==> config.mk <==
export PLATFORM = sky130hd
export DESIGN_NAME = fpmul_stream_unit
export DESIGN_NICKNAME = d
export VERILOG_FILES = /design/src/rtl/fpmul_stream_pkg.sv /design/src/rtl/FPmul.sv /design/src/rtl/fpmul_result_fifo.sv /design/src/rtl/fpmul_stream_unit.sv
export SDC_FILE = /design/constraint.sdc
export NUM_CORES = 2
export LEC_CHECK = 0
export CORE_MARGIN = 2
export CORE_UTILIZATION = 41
export CTS_BUF_LIST = sky130_fd_sc_hd__clkbuf_2
export DETAILED_ROUTE_END_ITERATION = 10
export SLEW_MARGIN = 30
export SYNTH_ARGS = -nofsm -noshare
export SYNTH_HDL_FRONTEND = slang
export SYNTH_SLANG_ARGS = --single-unit
==> constraint.sdc <==
create_clock -name clk -period 5.78 [get_ports clk]
set_input_delay 1.156 -clock clk [delete_from_list [all_inputs] [get_ports clk]]
set_output_delay 1.156 -clock clk [all_outputs]
set_load 0.03 [all_outputs]
==> src/rtl/fpmul_stream_pkg.sv <==
// Shared constants and types for the streaming FP32 multiplier wrapper.
package fpmul_stream_pkg;
  localparam int FP_DATA_W      = 32;
  localparam int LAT_DEF        = 5;
  localparam int FIFO_DEPTH_DEF = 8;
  localparam int TAG_W_DEF      = 4;

  typedef logic [FP_DATA_W-1:0] fp32_t;

  typedef struct packed {
    logic [TAG_W_DEF-1:0] tag;
    fp32_t                data;
  } result_t;
endpackage

==> src/rtl/FPmul.sv <==
// Fixed-latency IEEE-754 single multiplier: round-to-nearest-even, denormals flushed
// to zero on input and output, canonical quiet NaN 0x7FC00000. No stall or enable.
module FPmul
  import fpmul_stream_pkg::*;
#(
  parameter int LAT = LAT_DEF
) (
  input  logic  clk,
  input  fp32_t FP_A,
  input  fp32_t FP_B,
  output fp32_t FP_Z
);
  logic              sa, sb, sz;
  logic [7:0]        ea, eb;
  logic [22:0]       ma, mb;
  logic              a_zero, b_zero, a_inf, b_inf, a_nan, b_nan;
  logic [47:0]       prod;
  logic [23:0]       sig;
  logic              rnd;
  logic [24:0]       sig_r;
  logic signed [9:0] exp_z;
  fp32_t             z_comb;
  logic [LAT*32-1:0] z_pipe;

  always_comb begin
    sa     = FP_A[31];
    ea     = FP_A[30:23];
    ma     = FP_A[22:0];
    sb     = FP_B[31];
    eb     = FP_B[30:23];
    mb     = FP_B[22:0];
    sz     = sa ^ sb;
    a_zero = (ea == 8'd0);
    b_zero = (eb == 8'd0);
    a_inf  = (ea == 8'hFF) && (ma == 23'd0);
    b_inf  = (eb == 8'hFF) && (mb == 23'd0);
    a_nan  = (ea == 8'hFF) && (ma != 23'd0);
    b_nan  = (eb == 8'hFF) && (mb != 23'd0);
    prod   = {24'd0, 1'b1, ma} * {24'd0, 1'b1, mb};
    // Normalise the 48-bit product to 24 bits, keeping guard and sticky for RNE.
    if (prod[47]) begin
      sig = prod[47:24];
      rnd = prod[23] && ((|prod[22:0]) || prod[24]);
    end else begin
      sig = prod[46:23];
      rnd = prod[22] && ((|prod[21:0]) || prod[23]);
    end
    sig_r = {1'b0, sig} + {24'd0, rnd};
    exp_z = $signed({2'b00, ea}) + $signed({2'b00, eb}) - 10'sd127
          + $signed({9'd0, prod[47]}) + $signed({9'd0, sig_r[24]});
    z_comb = {sz, exp_z[7:0], sig_r[24] ? sig_r[23:1] : sig_r[22:0]};
    if (a_nan || b_nan || (a_inf && b_zero) || (a_zero && b_inf)) begin
      z_comb = 32'h7FC0_0000;
    end else if (a_inf || b_inf) begin
      z_comb = {sz, 8'hFF, 23'd0};
    end else if (a_zero || b_zero) begin
      z_comb = {sz, 31'd0};
    end else if (exp_z > 10'sd254) begin
      z_comb = {sz, 8'hFF, 23'd0};
    end else if (exp_z < 10'sd1) begin
      z_comb = {sz, 31'd0};
    end
  end

  always_ff @(posedge clk) begin
    z_pipe <= (LAT*32)'({z_pipe, z_comb});
  end

  assign FP_Z = z_pipe[LAT*32-1 -: 32];
endmodule

==> src/rtl/fpmul_result_fifo.sv <==
// Result FIFO with same-cycle push/pop, sync flush and async-reset pointers.
module fpmul_result_fifo
  import fpmul_stream_pkg::*;
#(
  parameter int  DEPTH = FIFO_DEPTH_DEF,
  parameter int  W     = $bits(result_t),
  localparam int CNT_W = $clog2(DEPTH + 1),
  localparam int PTR_W = (DEPTH > 1) ? $clog2(DEPTH) : 1
) (
  input  logic             clk,
  input  logic             rst_n,
  input  logic             flush,
  input  logic             push,
  input  logic             pop,
  input  logic [W-1:0]     wdata,
  output logic [W-1:0]     rdata,
  output logic [CNT_W-1:0] count,
  output logic             empty
);
  logic [W-1:0]     mem [DEPTH];
  logic [PTR_W-1:0] wr_ptr, rd_ptr;
  logic             full, do_push, do_pop;

  function automatic logic [PTR_W-1:0] bump(input logic [PTR_W-1:0] p);
    return (p == PTR_W'(DEPTH - 1)) ? '0 : p + PTR_W'(1);
  endfunction

  assign empty   = (count == '0);
  assign full    = (count == CNT_W'(DEPTH));
  assign do_pop  = pop && !empty && !flush;
  // A full FIFO still takes a write when the head leaves on the same edge.
  assign do_push = push && !flush && (!full || do_pop);

  always_ff @(posedge clk or negedge rst_n) begin
    if (!rst_n) begin
      wr_ptr <= '0;
      rd_ptr <= '0;
      count  <= '0;
    end else if (flush) begin
      wr_ptr <= '0;
      rd_ptr <= '0;
      count  <= '0;
    end else begin
      if (do_push) wr_ptr <= bump(wr_ptr);
      if (do_pop)  rd_ptr <= bump(rd_ptr);
      count <= count + CNT_W'(do_push) - CNT_W'(do_pop);
    end
  end

  always_ff @(posedge clk) begin
    if (do_push) mem[wr_ptr] <= wdata;
  end

  assign rdata = empty ? '0 : mem[rd_ptr];
endmodule

==> src/rtl/fpmul_stream_unit.sv <==
// Valid/ready streaming wrapper around FPmul: shadow valid/tag pipe tracks each op,
// a credit counter guarantees the result FIFO always has room for every capture.
module fpmul_stream_unit
  import fpmul_stream_pkg::*;
#(
  parameter int  LAT        = LAT_DEF,
  parameter int  FIFO_DEPTH = FIFO_DEPTH_DEF,
  parameter int  TAG_W      = TAG_W_DEF,
  parameter int  DATA_W     = FP_DATA_W,
  localparam int OCC_W      = $clog2(FIFO_DEPTH + 1)
) (
  input  logic              clk,
  input  logic              rst_n,
  input  logic              flush,
  input  logic              in_valid,
  output logic              in_ready,
  input  logic [DATA_W-1:0] in_a,
  input  logic [DATA_W-1:0] in_b,
  input  logic [TAG_W-1:0]  in_tag,
  output logic              out_valid,
  input  logic              out_ready,
  output logic [DATA_W-1:0] out_data,
  output logic [TAG_W-1:0]  out_tag,
  output logic [OCC_W-1:0]  occupancy,
  output logic              overflow
);
  if (LAT < 1 || FIFO_DEPTH < 1 || DATA_W != 32) begin : g_bad_params
    $error("fpmul_stream_unit: need LAT>=1, FIFO_DEPTH>=1, DATA_W==32");
  end

  logic                      ready_en, accept, pop, capture, fifo_empty, fifo_full;
  logic [OCC_W-1:0]          outstanding, fifo_count;
  logic [LAT-1:0]            sh_valid;
  logic [LAT*TAG_W-1:0]      sh_tag;
  logic [DATA_W-1:0]         core_z;
  logic [TAG_W+DATA_W-1:0]   head;

  assign accept    = in_valid && in_ready;
  assign pop       = out_valid && out_ready;
  assign in_ready  = ready_en && (outstanding < OCC_W'(FIFO_DEPTH)) && !flush;
  assign capture   = sh_valid[LAT-1];
  assign fifo_full = (fifo_count == OCC_W'(FIFO_DEPTH));
  assign out_valid = !fifo_empty;
  assign {out_tag, out_data} = head;
  assign occupancy = outstanding;

  FPmul #(.LAT(LAT)) u_core (
    .clk  (clk),
    .FP_A (in_a),
    .FP_B (in_b),
    .FP_Z (core_z)
  );

  // Only the valids need reset: stale core data is harmless once its valid is gone.
  always_ff @(posedge clk or negedge rst_n) begin
    if (!rst_n) begin
      sh_valid <= '0;
    end else if (flush) begin
      sh_valid <= '0;
    end else begin
      sh_valid <= LAT'({sh_valid, accept});
    end
  end

  always_ff @(posedge clk) begin
    sh_tag <= (LAT*TAG_W)'({sh_tag, in_tag});
  end

  always_ff @(posedge clk or negedge rst_n) begin
    if (!rst_n) begin
      ready_en    <= 1'b0;
      outstanding <= '0;
      overflow    <= 1'b0;
    end else begin
      ready_en <= 1'b1;
      if (flush) begin
        outstanding <= '0;
      end else begin
        outstanding <= outstanding + OCC_W'(accept) - OCC_W'(pop);
      end
      if (!flush && capture && fifo_full && !pop) overflow <= 1'b1;
    end
  end

  fpmul_result_fifo #(
    .DEPTH (FIFO_DEPTH),
    .W     (TAG_W + DATA_W)
  ) u_fifo (
    .clk   (clk),
    .rst_n (rst_n),
    .flush (flush),
    .push  (capture),
    .pop   (pop),
    .wdata ({sh_tag[LAT*TAG_W-1 -: TAG_W], core_z}),
    .rdata (head),
    .count (fifo_count),
    .empty (fifo_empty)
  );
endmodule
==> metrics.md <==
| Metric | Value |
|---|---|
| Outcome | `finished, violations left` |
| Failing checks | `setup timing` |
| Crit path required time | `6.66 ns` |
| # rows | `between 100 and 150` |
| Detailed Routing Iterations Pass 1 | `7` |
| GRT Resource Usage Total | `22.3%` |
| Crit-path slowest cell | `fa_2` |
| EDFF count, synth | `roughly 290` |
| Layout cell share with drive strength beyond 1 | `approximately 29%` |
| Total gr overflow | `0` |
| Startpoint Class | `input port` |
| Cells after Synth | `approximately 3300` |
| GPL Wtd Cong | `0.925` |
| Worst Skew | `0.0843 ns` |
| CP most frequent cell | `fa_1` |
| Post-layout min period | `9.61 ns` |
| Most instantiated cells after synthesis | `631 x inv_1, 486 x fa_1, 339 x nand2_1, 288 x edfxtp_1, 252 x and2_1` |
| Crit. End Element | `register` |
| Syn-to-layout area delta | `28.5%` |
| Largest net degree at the start of global routing | `53` |
| DR vias/cell | `4.98` |
| Total Wirelength | `slightly above 100000 um` |
| H-tree levels | `3` |
| RSZ-0062 raised after global routing | `yes` |
| Share of the synthesized area in the top cell type | `around a quarter` |
| Post-synth cell types | `85` |
| Die height | `304 um` |
| Initial core utilization | `about 41%` |
| Asr flop ratio synth | `4.29%` |
| Final setup viols | `31` |
| Worst-Margin Slew | `0.966 ns` |
| Highest clock rate | `0.104 GHz` |
| Post-route ant nets | `0` |
| Layout net count | `4765` |
| R2R depth | `9` |
| Std-Cell Core Area | `roughly 0.090 mm2` |
| Pre-CTS setup slack | `-5.59 ns` |
| Initial antenna violation count | `2` |
| Max incr delay on CP | `between 0.5 and 0.6 ns` |
| Reg clk slew, reported paths | `roughly 0.12 ns` |
| First-pass GRT wire length | `159000 um` |
| DR iter-0 viols | `~1400` |
| Seq/Total Area, Yosys | `34.6%` |
| Post-Syn Area | `around 0.037 mm2` |
| Skew-Pair Late Insertion Delay | `~1.0 ns` |
| Top cells by area, synth | `fa_1 26%, edfxtp_1 23%, dfxtp_1 9.8%` |
| CP Class | `in -> reg` |
| Die width | `a little over 300 um` |
| CTS sink count | `between 400 and 500` |
| CTS tree | `done` |
| Most common flop cell mapped by yosys | `edfxtp_1` |
| DRC | `0` |
| Syn avg cell area | `approximately 11 um2` |
| Worst EP arrival | `10.49 ns` |
| Crit path max fanout | `7` |
| Port buffer count | `about 120` |
| HP Class | `in -> async` |
| Post-synth top area cell | `fa_1` |
| Most frequent cell after synthesis | `inv_1` |
| Dpl hpwl | `70800 um` |
| Slew Viols, Final | `0` |
| Detailed-route via count | `roughly 26000` |
| Max Cap Viol | `0` |
| Normalized max-slew margin | `about a third` |
| CTS max path bufs | `3` |
| FILL cells | `7735` |
| Post-route setup slack | `-3.83 ns` |
| Fin crit share | `166%` |
| Io pins | `roughly 120` |
| Warning count from the yosys run | `0` |
| Vias in the first global route | `28100` |
| DR WL/cell | `a little under 20 um` |
| Synth Net Count | `just over 4000` |
| Die ar. | `slightly above 0.09 mm2` |
| Root Driver | `clkbuf_2` |
| Cts bufs inserted | `99` |
| Final hold violations | `0` |
| Yosys reg bits | `around 490` |
-- sequential cells by signal (all words and copies together) (netlist names) --
name and count:
u_core.z_pipe 160, ready_en 1, u_fifo.rd_ptr 3, u_fifo.mem 288, occupancy 4, sh_tag 20, overflow 1, u_fifo.wr_ptr 3
u_fifo.count 4, sh_valid 5
-- metrics by stage --
step | TNS [ns] | cell area [um2] | util, % | hold slack [ns] | std cells
after floorplan | -151.57 | 37500 | - | 0.310 | 3305
after global placement | -163.43 | 43300 | 48.4 | 0.310 | 4909
after detailed placement | -167.28 | 43300 | 48.3 | 0.312 | 4909
after CTS | -109.07 | 46900 | 52.4 | 0.0178 | 5253
after global routing | -123.42 | 47400 | 52.9 | 0.0601 | 5268
final | -114.51 | 47400 | 52.9 | 0.105 | 5270
-- layer usage --
metal  track usage [%]  vias to the layer above  wire [um]
met5                 0                        -          0
met1              27.6                    13000      40200
met4              10.1                        0       5550
met3              3.87                      273       7140
li1                  -                    12000          -
met2              38.2                      982      49300
-- layout make-up --
cell class              instances  area [um2]  share of cell area [%]
inverters                     636        2420                    5.11
clock buffers                 143         716                    1.51
diodes                          3        7.51                  0.0158
repair buffers                743        7300                    15.4
well taps                    1176        1470                    3.10
multi-input cells            2036       22400                    47.3
flip-flops and latches        489       12800                    27.0
clock inverters                44         283                   0.596
-- placed cells by master (no fill, tap or decap), types with 42 or more instances in the layout --
| cell type | instances |
|---|---|
| inv_1 | 587 |
| mux2i_1 | 50 |
| a21oi_1 | 48 |
| clkdlybuf4s50_1 | 68 |
| ha_1 | 167 |
| buf_4 | 511 |
| buf_6 | 42 |
| clkbuf_2 | 147 |
| edfxtp_1 | 288 |
| xnor2_1 | 51 |
| mux4_2 | 72 |
| nand2_1 | 321 |
| nor2_1 | 123 |
| buf_12 | 66 |
| dfxtp_1 | 180 |
| inv_2 | 42 |
| and2_1 | 213 |
| fa_1 | 453 |
-- worst max-delay path: cells and delay by family --
kind            cells  cell delay [ns]
fa+ha+maj          11             4.33
compound gates      9             1.38
buf+inv            12             1.28
mux                 1             0.19
simple gates       12             2.14
-- logic make-up after synthesis --
logic type | share of synthesized area (%)
adder cells (fa/ha/maj) | 33.2
buffers and inverters | 8.03
XOR/XNOR | 2.01
AO/OA/AOI/OAI | 4.23
multiplexers | 5.87
AND/OR/NAND/NOR | 12.1
other | 0.0102
flip-flops | 34.6
-- worst paths after layout --
path                                           start                           end  slack (ns)
max                                         in_a[19]  u_core.z_pipe[10]$_SDFF_PP0_       -3.83
min                                            rst_n  u_fifo.rd_ptr[0]$_DFFE_PN0P_        0.11
max reg2reg                u_fifo.count[2]$_DFF_PN0_   u_fifo.mem[5][22]$_DFFE_PP_        2.46
min reg2reg                u_core.z_pipe[85]$_DFF_P_    u_core.z_pipe[117]$_DFF_P_        0.28
max in group asynchronous                      rst_n        occupancy[2]$_DFF_PN0_        5.29
min in group clk           u_core.z_pipe[85]$_DFF_P_    u_core.z_pipe[117]$_DFF_P_        0.28
-- what timing repair did --
action | in CTS | in global routing
buffers inserted | 129 | 17
cloned | 28 | 2
resized for setup | 410 | 128
pin swaps | 164 | 119
hold buffers | 0 | 0
setup endpoints to repair | 31 | 31
Power is left out: the tool's default activity adds up to more than one toggle a clock period on the data nets, which glitch-free logic cannot reach.
